==> src/rtl/div_ctrl_pkg.sv <==
// Shared constants, state encoding and helpers for the EX-stage divide sequencer.
// Latency: n/a (package only).
// Backpressure: n/a (package only).
package div_ctrl_pkg;

    localparam int RegBus       = 32;
    localparam int DoubleRegBus = 64;

    localparam logic [RegBus-1:0] ZeroWord = '0;

    localparam logic DivStart          = 1'b1;
    localparam logic DivStop           = 1'b0;
    localparam logic DivResultReady    = 1'b1;
    localparam logic DivResultNotReady = 1'b0;

    typedef enum logic [1:0] {
        DivFree   = 2'b00,
        DivByZero = 2'b01,
        DivOn     = 2'b10,
        DivEnd    = 2'b11
    } div_state_t;

    // Magnitude of a possibly signed word. 0x80000000 maps to itself, which is
    // the correct magnitude when read as unsigned, so no extra bit is needed.
    function automatic logic [RegBus-1:0] abs_val(input logic is_signed,
                                                  input logic [RegBus-1:0] v);
        return (is_signed && v[RegBus-1]) ? (ZeroWord - v) : v;
    endfunction

endpackage

==> src/rtl/div_step.sv <==
// One radix-2 restoring-division iteration: shift {rem,quo} left, trial-subtract divisor.
// Latency: purely combinational.
// Backpressure: none; the caller decides when to register the result.
//
// Ports:
//   rem_in, quo_in : current partial remainder and quotient/dividend shift register
//   divisor        : divisor magnitude
//   rem_out, quo_out : values after one step
module div_step
    import div_ctrl_pkg::*;
#(
    parameter int DATA_W = RegBus
) (
    input  logic [DATA_W-1:0] rem_in,
    input  logic [DATA_W-1:0] quo_in,
    input  logic [DATA_W-1:0] divisor,
    output logic [DATA_W-1:0] rem_out,
    output logic [DATA_W-1:0] quo_out
);

    // The shifted remainder can need DATA_W+1 bits because rem < divisor.
    logic [DATA_W:0] shifted;
    logic [DATA_W:0] diff;
    logic            borrow;

    assign shifted = {rem_in, quo_in[DATA_W-1]};
    assign diff    = shifted - {1'b0, divisor};
    // Top bit of the difference is set exactly when shifted < divisor.
    assign borrow  = diff[DATA_W];

    assign rem_out = borrow ? shifted[DATA_W-1:0] : diff[DATA_W-1:0];
    assign quo_out = {quo_in[DATA_W-2:0], ~borrow};

endmodule

==> src/rtl/div_ctrl.sv <==
// Multi-cycle 32-bit signed/unsigned restoring divide sequencer for the EX stage.
// Latency: ready_o 34 edges after start_i is sampled (2 for divide-by-zero / early out).
// Backpressure: EX holds start_i high until it consumes the result; dropping start_i releases it.
//
// Ports:
//   clk, rst        : clock, synchronous active-high reset
//   signed_div_i    : 1 = DIV (signed), 0 = DIVU
//   opdata1_i/2_i   : dividend / divisor, only sampled in FREE
//   start_i         : request, held high until result consumed
//   annul_i         : flush; aborts a running divide
//   result_o        : {remainder (HI), quotient (LO)}, registered
//   ready_o         : result valid, registered
// Optional build macro DIV_EARLY_OUT_EN: finish in 2 edges when |dividend| < |divisor|.
module div_ctrl
    import div_ctrl_pkg::*;
#(
    parameter int DATA_W = RegBus,
    parameter int CNT_W  = 6
) (
    input  logic                  clk,
    input  logic                  rst,
    input  logic                  signed_div_i,
    input  logic [DATA_W-1:0]     opdata1_i,
    input  logic [DATA_W-1:0]     opdata2_i,
    input  logic                  start_i,
    input  logic                  annul_i,
    output logic [2*DATA_W-1:0]   result_o,
    output logic                  ready_o
);

    div_state_t        state;
    logic [CNT_W-1:0]  cnt;
    logic [DATA_W-1:0] rem;
    logic [DATA_W-1:0] quo;
    logic [DATA_W-1:0] divisor;
    logic              neg_quo;
    logic              neg_rem;

    logic [DATA_W-1:0] rem_nxt;
    logic [DATA_W-1:0] quo_nxt;
    logic [DATA_W-1:0] mag1;
    logic [DATA_W-1:0] mag2;
    logic [DATA_W-1:0] quo_fix;
    logic [DATA_W-1:0] rem_fix;

    assign mag1 = abs_val(signed_div_i, opdata1_i);
    assign mag2 = abs_val(signed_div_i, opdata2_i);

    // Sign correction uses the signs captured at acceptance, not the live inputs.
    assign quo_fix = neg_quo ? (ZeroWord - quo) : quo;
    assign rem_fix = neg_rem ? (ZeroWord - rem) : rem;

    div_step #(
        .DATA_W (DATA_W)
    ) u_step (
        .rem_in  (rem),
        .quo_in  (quo),
        .divisor (divisor),
        .rem_out (rem_nxt),
        .quo_out (quo_nxt)
    );

    always_ff @(posedge clk) begin
        if (rst) begin
            state    <= DivFree;
            cnt      <= '0;
            rem      <= '0;
            quo      <= '0;
            divisor  <= '0;
            neg_quo  <= 1'b0;
            neg_rem  <= 1'b0;
            result_o <= '0;
            ready_o  <= DivResultNotReady;
        end else begin
            case (state)
                DivFree: begin
                    ready_o  <= DivResultNotReady;
                    result_o <= '0;
                    if (start_i == DivStart && !annul_i) begin
                        divisor <= mag2;
                        quo     <= mag1;
                        rem     <= '0;
                        cnt     <= '0;
                        neg_quo <= signed_div_i &&
                                   (opdata1_i[DATA_W-1] ^ opdata2_i[DATA_W-1]);
                        neg_rem <= signed_div_i && opdata1_i[DATA_W-1];
                        if (opdata2_i == ZeroWord) begin
                            state <= DivByZero;
`ifdef DIV_EARLY_OUT_EN
                        end else if (mag1 < mag2) begin
                            // Quotient is zero and the remainder is the dividend itself;
                            // ready_o follows one edge later from END.
                            state    <= DivEnd;
                            result_o <= {opdata1_i, ZeroWord};
`endif
                        end else begin
                            state <= DivOn;
                        end
                    end
                end

                DivByZero: begin
                    state    <= DivEnd;
                    result_o <= '0;
                    ready_o  <= DivResultReady;
                end

                DivOn: begin
                    if (annul_i) begin
                        state    <= DivFree;
                        ready_o  <= DivResultNotReady;
                        result_o <= '0;
                    end else if (cnt == CNT_W'(DATA_W)) begin
                        state    <= DivEnd;
                        result_o <= {rem_fix, quo_fix};
                        ready_o  <= DivResultReady;
                    end else begin
                        rem <= rem_nxt;
                        quo <= quo_nxt;
                        cnt <= cnt + CNT_W'(1);
                    end
                end

                DivEnd: begin
                    if (start_i == DivStop || annul_i) begin
                        state    <= DivFree;
                        ready_o  <= DivResultNotReady;
                        result_o <= '0;
                    end else begin
                        ready_o <= DivResultReady;
                    end
                end

                default: begin
                    state <= DivFree;
                end
            endcase
        end
    end

endmodule

==> config.mk <==
export PLATFORM = sky130hd
export DESIGN_NAME = div_ctrl
export DESIGN_NICKNAME = d
export VERILOG_FILES = /design/src/rtl/div_ctrl_pkg.sv /design/src/rtl/div_step.sv /design/src/rtl/div_ctrl.sv
export SDC_FILE = /design/constraint.sdc
export NUM_CORES = 1
export LEC_CHECK = 0
export BUFFER_PORTS_ARGS = -buffer_cell sky130_fd_sc_hd__buf_4
export CORE_ASPECT_RATIO = 1.5
export CORE_UTILIZATION = 40
export DETAILED_ROUTE_END_ITERATION = 8
export PLACE_DENSITY = 0.69
export SETUP_SLACK_MARGIN = 0.02
export SYNTH_ARGS = -nofsm -noshare
export SYNTH_HDL_FRONTEND = slang
export SYNTH_SLANG_ARGS = --single-unit
==> constraint.sdc <==
create_clock -name clk -period 4.6 [get_ports clk]
set_clock_uncertainty 0.2 [all_clocks]
set_input_delay 0.23 -clock clk [delete_from_list [all_inputs] [get_ports clk]]
set_output_delay 0.23 -clock clk [all_outputs]
set_load 0.005 [all_outputs]
# Word-level counts from Yosys, hierarchy flattened

Index checks and enable logic that the tools add are counted.

Bits in registers: 171

Add/subtract/negate cells: 6
Equal/unequal tests: 9
Mux-type cells: 31
Bitwise operators: 3
Reductions and logical operators: 14

Operators by type and width:

| operator              | count |
|---|---|
| $mux 32               | 11 |
| $mux 64               | 3 |
| $pmux 64 s3           | 1 |
| $pmux 32 s2           | 2 |
| $sub 1x32->32 const A | 4 |
| $sub 33x32->33        | 1 |
| $logic_not 32->1      | 1 |
| $mux 6                | 3 |
| $pmux 6 s2            | 1 |
| $mux 2                | 5 |
| $ne 2x2->1 const B    | 4 |
| $pmux 2 s4            | 1 |
| $add 6x1->6 const B   | 1 |
| $eq 6x6->1 const B    | 1 |
| $eq 2x2->1 const B    | 2 |
| $logic_and 1x1->1     | 4 |
| $pmux 1 s4            | 1 |
| $reduce_and 2->1      | 2 |
| $reduce_and 4->1      | 1 |
| $mux 1                | 3 |
| $ne 3x3->1 const B    | 1 |
| $reduce_and 3->1      | 1 |
| $eq 2x1->1 const B    | 1 |
| $logic_not 2->1       | 1 |
| 6 further kinds       | 7 |

# Longest topological paths before layout

Depth after elaboration: 5
Gate-level depth with buffers: 12
Mapped depth without buffers: 11

# Hierarchy

From an unflattened synthesis, not the netlist that was laid out.

Cell total of the unflattened synthesis: 1490
Area, all modules: 11673.7 um2

By module, submodules not included:

| module   | instances | cells each | area each (um2) | sequential area each (um2) |
|---|---|---|---|---|
| div_ctrl | 1         | 1154       | 9082.5          | 3423.3 |
| div_step | 1         | 336        | 2591.2          | 0.0 |

# Worst setup path before layout

OpenSTA, ideal clock, no wires.

Path type: reg-to-reg
Start point: register quo[31]
End point: register rem[25]
Arrival time: 3.121 ns
Required time: 4.262 ns
Path slack: 1.142 ns
Cell stages (with the launch flop): 13
Path buffers: 1
Period minus slack after synthesis: 3.458 ns
Cells stage by stage: dfxtp_1 -> inv_1 -> ha_1 -> fa_1 -> nand2b_1 -> a211oi_1 -> o21ai_1 -> a21oi_1 -> nor3_1 -> o41a_1 -> mux2i_1 -> clkbuf_1 -> o221ai_1

Cells in the longest elaborated chain, start to end: 5

RTL lines:

| what                   | line            | RTL |
|---|---|---|
| from (decl)            | div_ctrl.sv:34  | `logic [DATA_W-1:0] quo;` |
| from (signal assigned) | div_ctrl.sv:81  | `quo <= mag1;` |
| from (signal assigned) | div_ctrl.sv:119 | `quo <= quo_nxt;` |
| $sub 33x32->33         | div_step.sv:27  | `assign diff = shifted - {1'b0, divisor};` |
| $mux 32                | div_step.sv:31  | `assign rem_out = borrow ? shifted[DATA_W-1:0] : diff[DATA_W-1:0];` |
| $mux 32                | div_ctrl.sv:113 | `end else if (cnt == CNT_W'(DATA_W)) begin` |
| $mux 32                | div_ctrl.sv:109 | `if (annul_i) begin` |
| $pmux 32 s2            | div_ctrl.sv:75  | `case (state)` |
| to (signal assigned)   | div_ctrl.sv:118 | `rem <= rem_nxt;` |
| to (decl)              | div_ctrl.sv:33  | `logic [DATA_W-1:0] rem;` |

No other way between the ends. The select of a mux whose other input is x is not followed.
A chain may end at the register's enable or synchronous reset.

# Final worst setup path

Start point: register quo[31]
End point: register rem[15]

Same word-level chain as after synthesis.

==> key figures <==
Outcome
  – Outcome: completed

Clock tree
  – Num CTS Buffers: 17
  – CTS H-Tree Depth: 4
  – Clock transition at path regs: 0.07 ns
  – CTS tree: built
  – Root Driver: clkbuf_16
  – Clk buf depth: 2
  – Clock sinks: 171
  – Insertion delay to the later sink of the worst-skew pair: 0.44 ns

Worst setup path
  – CP endpoint: rem[15]$_SDFFE_PP0P_
  – CP Launch Type: flip-flop
  – CP peak stage delay: 0.52 ns
  – Worst endpoint required time: 4.70 ns
  – Worst r2r src: quo[31]$_SDFFE_PP0P_
  – Crit path kind: flip-flop to flip-flop
  – Worst Setup SP: quo[31]$_SDFFE_PP0P_
  – Critical path cell sequence: inv_1 > ha_1 > fa_1 > nand2b_1 > a211oi_1 > o21ai_1 > a21oi_1 > nor3_1 > o41a_1 > mux2i_2 > buf_4 > o221ai_1
  – Crit-path slowest cell: o41a_1
  – Reg2reg path depth: 12
  – Critical Path End Type: flip-flop
  – Crit Path Max Fanout: 32
  – Critical Path AT: 3.95 ns
  – FF-to-FF setup slack: 0.75 ns
  – RR Endpoint: rem[15]$_SDFFE_PP0P_

Drt
  – Antenna viol nets, final: 0
  – Residual DRC count: 0
  – Starting DRC count in detailed routing: 598
  – Vias per inst: 5.64
  – Final wirelength: 32,400 um
  – Vias: 10,404
  – Wire per inst: 17.6 um
  – TritonRoute pass-1 iters: 5

Yosys
  – Ys async rst share: 0
  – Post-synth EDFFs: 0
  – Mapped Nets: 1,488
  – FF+latch count, synth: 171
  – Post-synthesis cell count: 1,380
  – Synth Cell Area: 0.0107 mm^2
  – Yosys cell types: 62
  – Seq/Total Area, Yosys: 0.321
  – Top_reg_cell synth: dfxtp_1
  – Synthesis Warnings: 0
  – Syn Area/Cell: 7.74 um^2

Layout
  – Share of layout cells above drive strength 1: 0.130
  – Most frequent cells in the layout: 171 x dfxtp_1, 162 x nor2_1, 146 x buf_4
  – Area Overhead vs Synth: 20.9%
  – ANT cells: 0
  – Area of all placed cells without fillers: 0.0129 mm^2
  – Layout net count: 1,607
  – Final Core Density: 0.496
  – Most common cell after layout, fill and taps aside: dfxtp_1
  – Layout Cells excl Fill: 1,844

Power
  – Switching pwr: 1.19 mW
  – Maximum vdd drop: 305 uV
  – Switch share: 0.300
  – Total Power: 3.97 mW
  – Power Internal: 2.78 mW
  – Comb power frac: 0.199
  – Pwr per Cell Area: 307 mW/mm^2
  – Leak Pwr: 5.15 nW
  – Clk pwr share: 0.399
  – Flop pwr share: 0.402

Die
  – Die Area: 0.0274 mm^2
  – Rows: 72
  – Die height: 202 um
  – Io pins: 134
  – Die Wd: 135 um
  – Initial core utilization: 0.410
  – Core Box Area: 0.0260 mm^2

Timing
  – Fmax: 260 MHz
  – Worst hold slack: 0.0359 ns
  – Crit share post-route: 0.836
  – Final setup violation count: 0
  – Hold Fails Final Rpt: 0
  – RSZ-0062 raised after global routing: no
  – Slew Viols, Final: 0
  – Worst slew margin: 0.379
  – Slew at the pin closest to its max-slew limit: 0.931 ns
  – TNS Setup: 0 ns
  – Final Critical Period: 3.85 ns
  – Worst setup margin: 0.754 ns

Global routing
  – Total gr overflow: 0
  – GRT Total Usage: 0.241
  – Pin count of the biggest net entering global routing: 80
  – First-pass GRT wire length: 51,500 um
  – Number of global-route vias before repair: 9,843
  – Initial antenna violation count: 0

Placed design
  – Input/output buffers: 133
  – Setup WS pre-CTS: 0.780 ns
  – Detail Placement HPWL: 24,700 um
  – Placement Cell Area: 0.0119 mm^2
  – Global placement routability congestion: 0.976
  – Placed insts: 1,776

Min path
  – Worst Hold Class: input pin to flip-flop

Run
  – MaxCap Viol Count: 0
cells in the mapped netlist (19+ instances only):
master,count,share of area
dfxtp_1,171,0.32
or3_1,22,0.013
o221ai_1,33,0.027
o31ai_1,24,0.017
xor2_1,45,0.037
a22o_1,21,0.017
nor2_1,163,0.057
a22oi_1,39,0.027
a211oi_1,44,0.031
nand2_1,129,0.045
nor3_1,33,0.015
a21oi_1,100,0.047
nand3_1,26,0.012
inv_1,87,0.031
clkbuf_1,80,0.028
o41ai_1,19,0.016
o21ai_0,55,0.026
ha_1,38,0.045
xnor2_1,96,0.079
routing by layer:
metal,share of wire,up-vias,global-route usage
li1,-,5187,-
met1,0.40,4840,0.273
met2,0.51,296,0.431
met3,0.037,81,0.0296
met4,0.050,0,0.132
met5,0,-,0
critical path, delay by kind of cell, from the launching register on:
kind / cells / cell delay, ns
compound gates: 5 / 1.55
fa+ha+maj: 2 / 0.63
buf+inv: 2 / 0.44
flops: 1 / 0.34
simple gates: 2 / 0.33
mux: 1 / 0.21
repair_timing:
item | CTS | global route
hold buffers | 37 | 0
hold endpoints to repair | 36 | 0
setup buffers | 0 | 0
gates resized for setup | 0 | 0
state kept, by name, summed over array words and instances (netlist names):
register  flops
neg_quo       1
result_o     64
state         2
neg_rem       1
cnt           6
rem          32
quo          32
divisor      32
ready_o       1
worst min-delay path by stage:
| stage | start | to | depth (start not counted) |
|---|---|---|---|
| CTS | opdata1_i[4] | quo[4]$_SDFFE_PP0P_ | 5 |
| global placement | divisor[12]$_SDFFE_PP0P_ | divisor[12]$_SDFFE_PP0P_ | 2 |
| floorplan | opdata2_i[0] | divisor[0]$_SDFFE_PP0P_ | 2 |
| detailed placement | divisor[16]$_SDFFE_PP0P_ | divisor[16]$_SDFFE_PP0P_ | 2 |
| global route | opdata2_i[3] | divisor[3]$_SDFFE_PP0P_ | 3 |
| finish | opdata1_i[4] | quo[4]$_SDFFE_PP0P_ | 5 |
power by group through the flow:
stage	registers [mW]	logic [mW]	clock network, mW
floorplan	1.60	0.541	0
global placement	1.62	0.752	0
detailed placement	1.63	0.759	0
CTS	1.59	0.786	1.61
global route	1.60	0.872	1.68
finish	1.59	0.792	1.58
kinds of logic (layout without fill, tap and decap cells):
group | after synthesis | count (layout) | synth area share
buffers and inverters | 170 | 301 | 0.0600
XOR/XNOR | 141 | 141 | 0.116
multiplexers | 3 | 3 | 0.00281
flip-flops | 171 | 171 | 0.321
AO/OA/AOI/OAI | 405 | 405 | 0.260
AND/OR/NAND/NOR | 451 | 451 | 0.195
adder cells (fa/ha/maj) | 39 | 39 | 0.0464
cell type report:
| class | instances | area (um^2) |
|---|---|---|
| clock buffers | 18 | 429 |
| clock inverters | 13 | 209 |
| repair buffers | 183 | 1470 |
| inverters | 87 | 327 |
| multi-input cells | 1039 | 6640 |
| fillers | 2547 | 13100 |
| flip-flops and latches | 171 | 3420 |
| well taps | 333 | 417 |
Power figures use the tool's default switching activity.
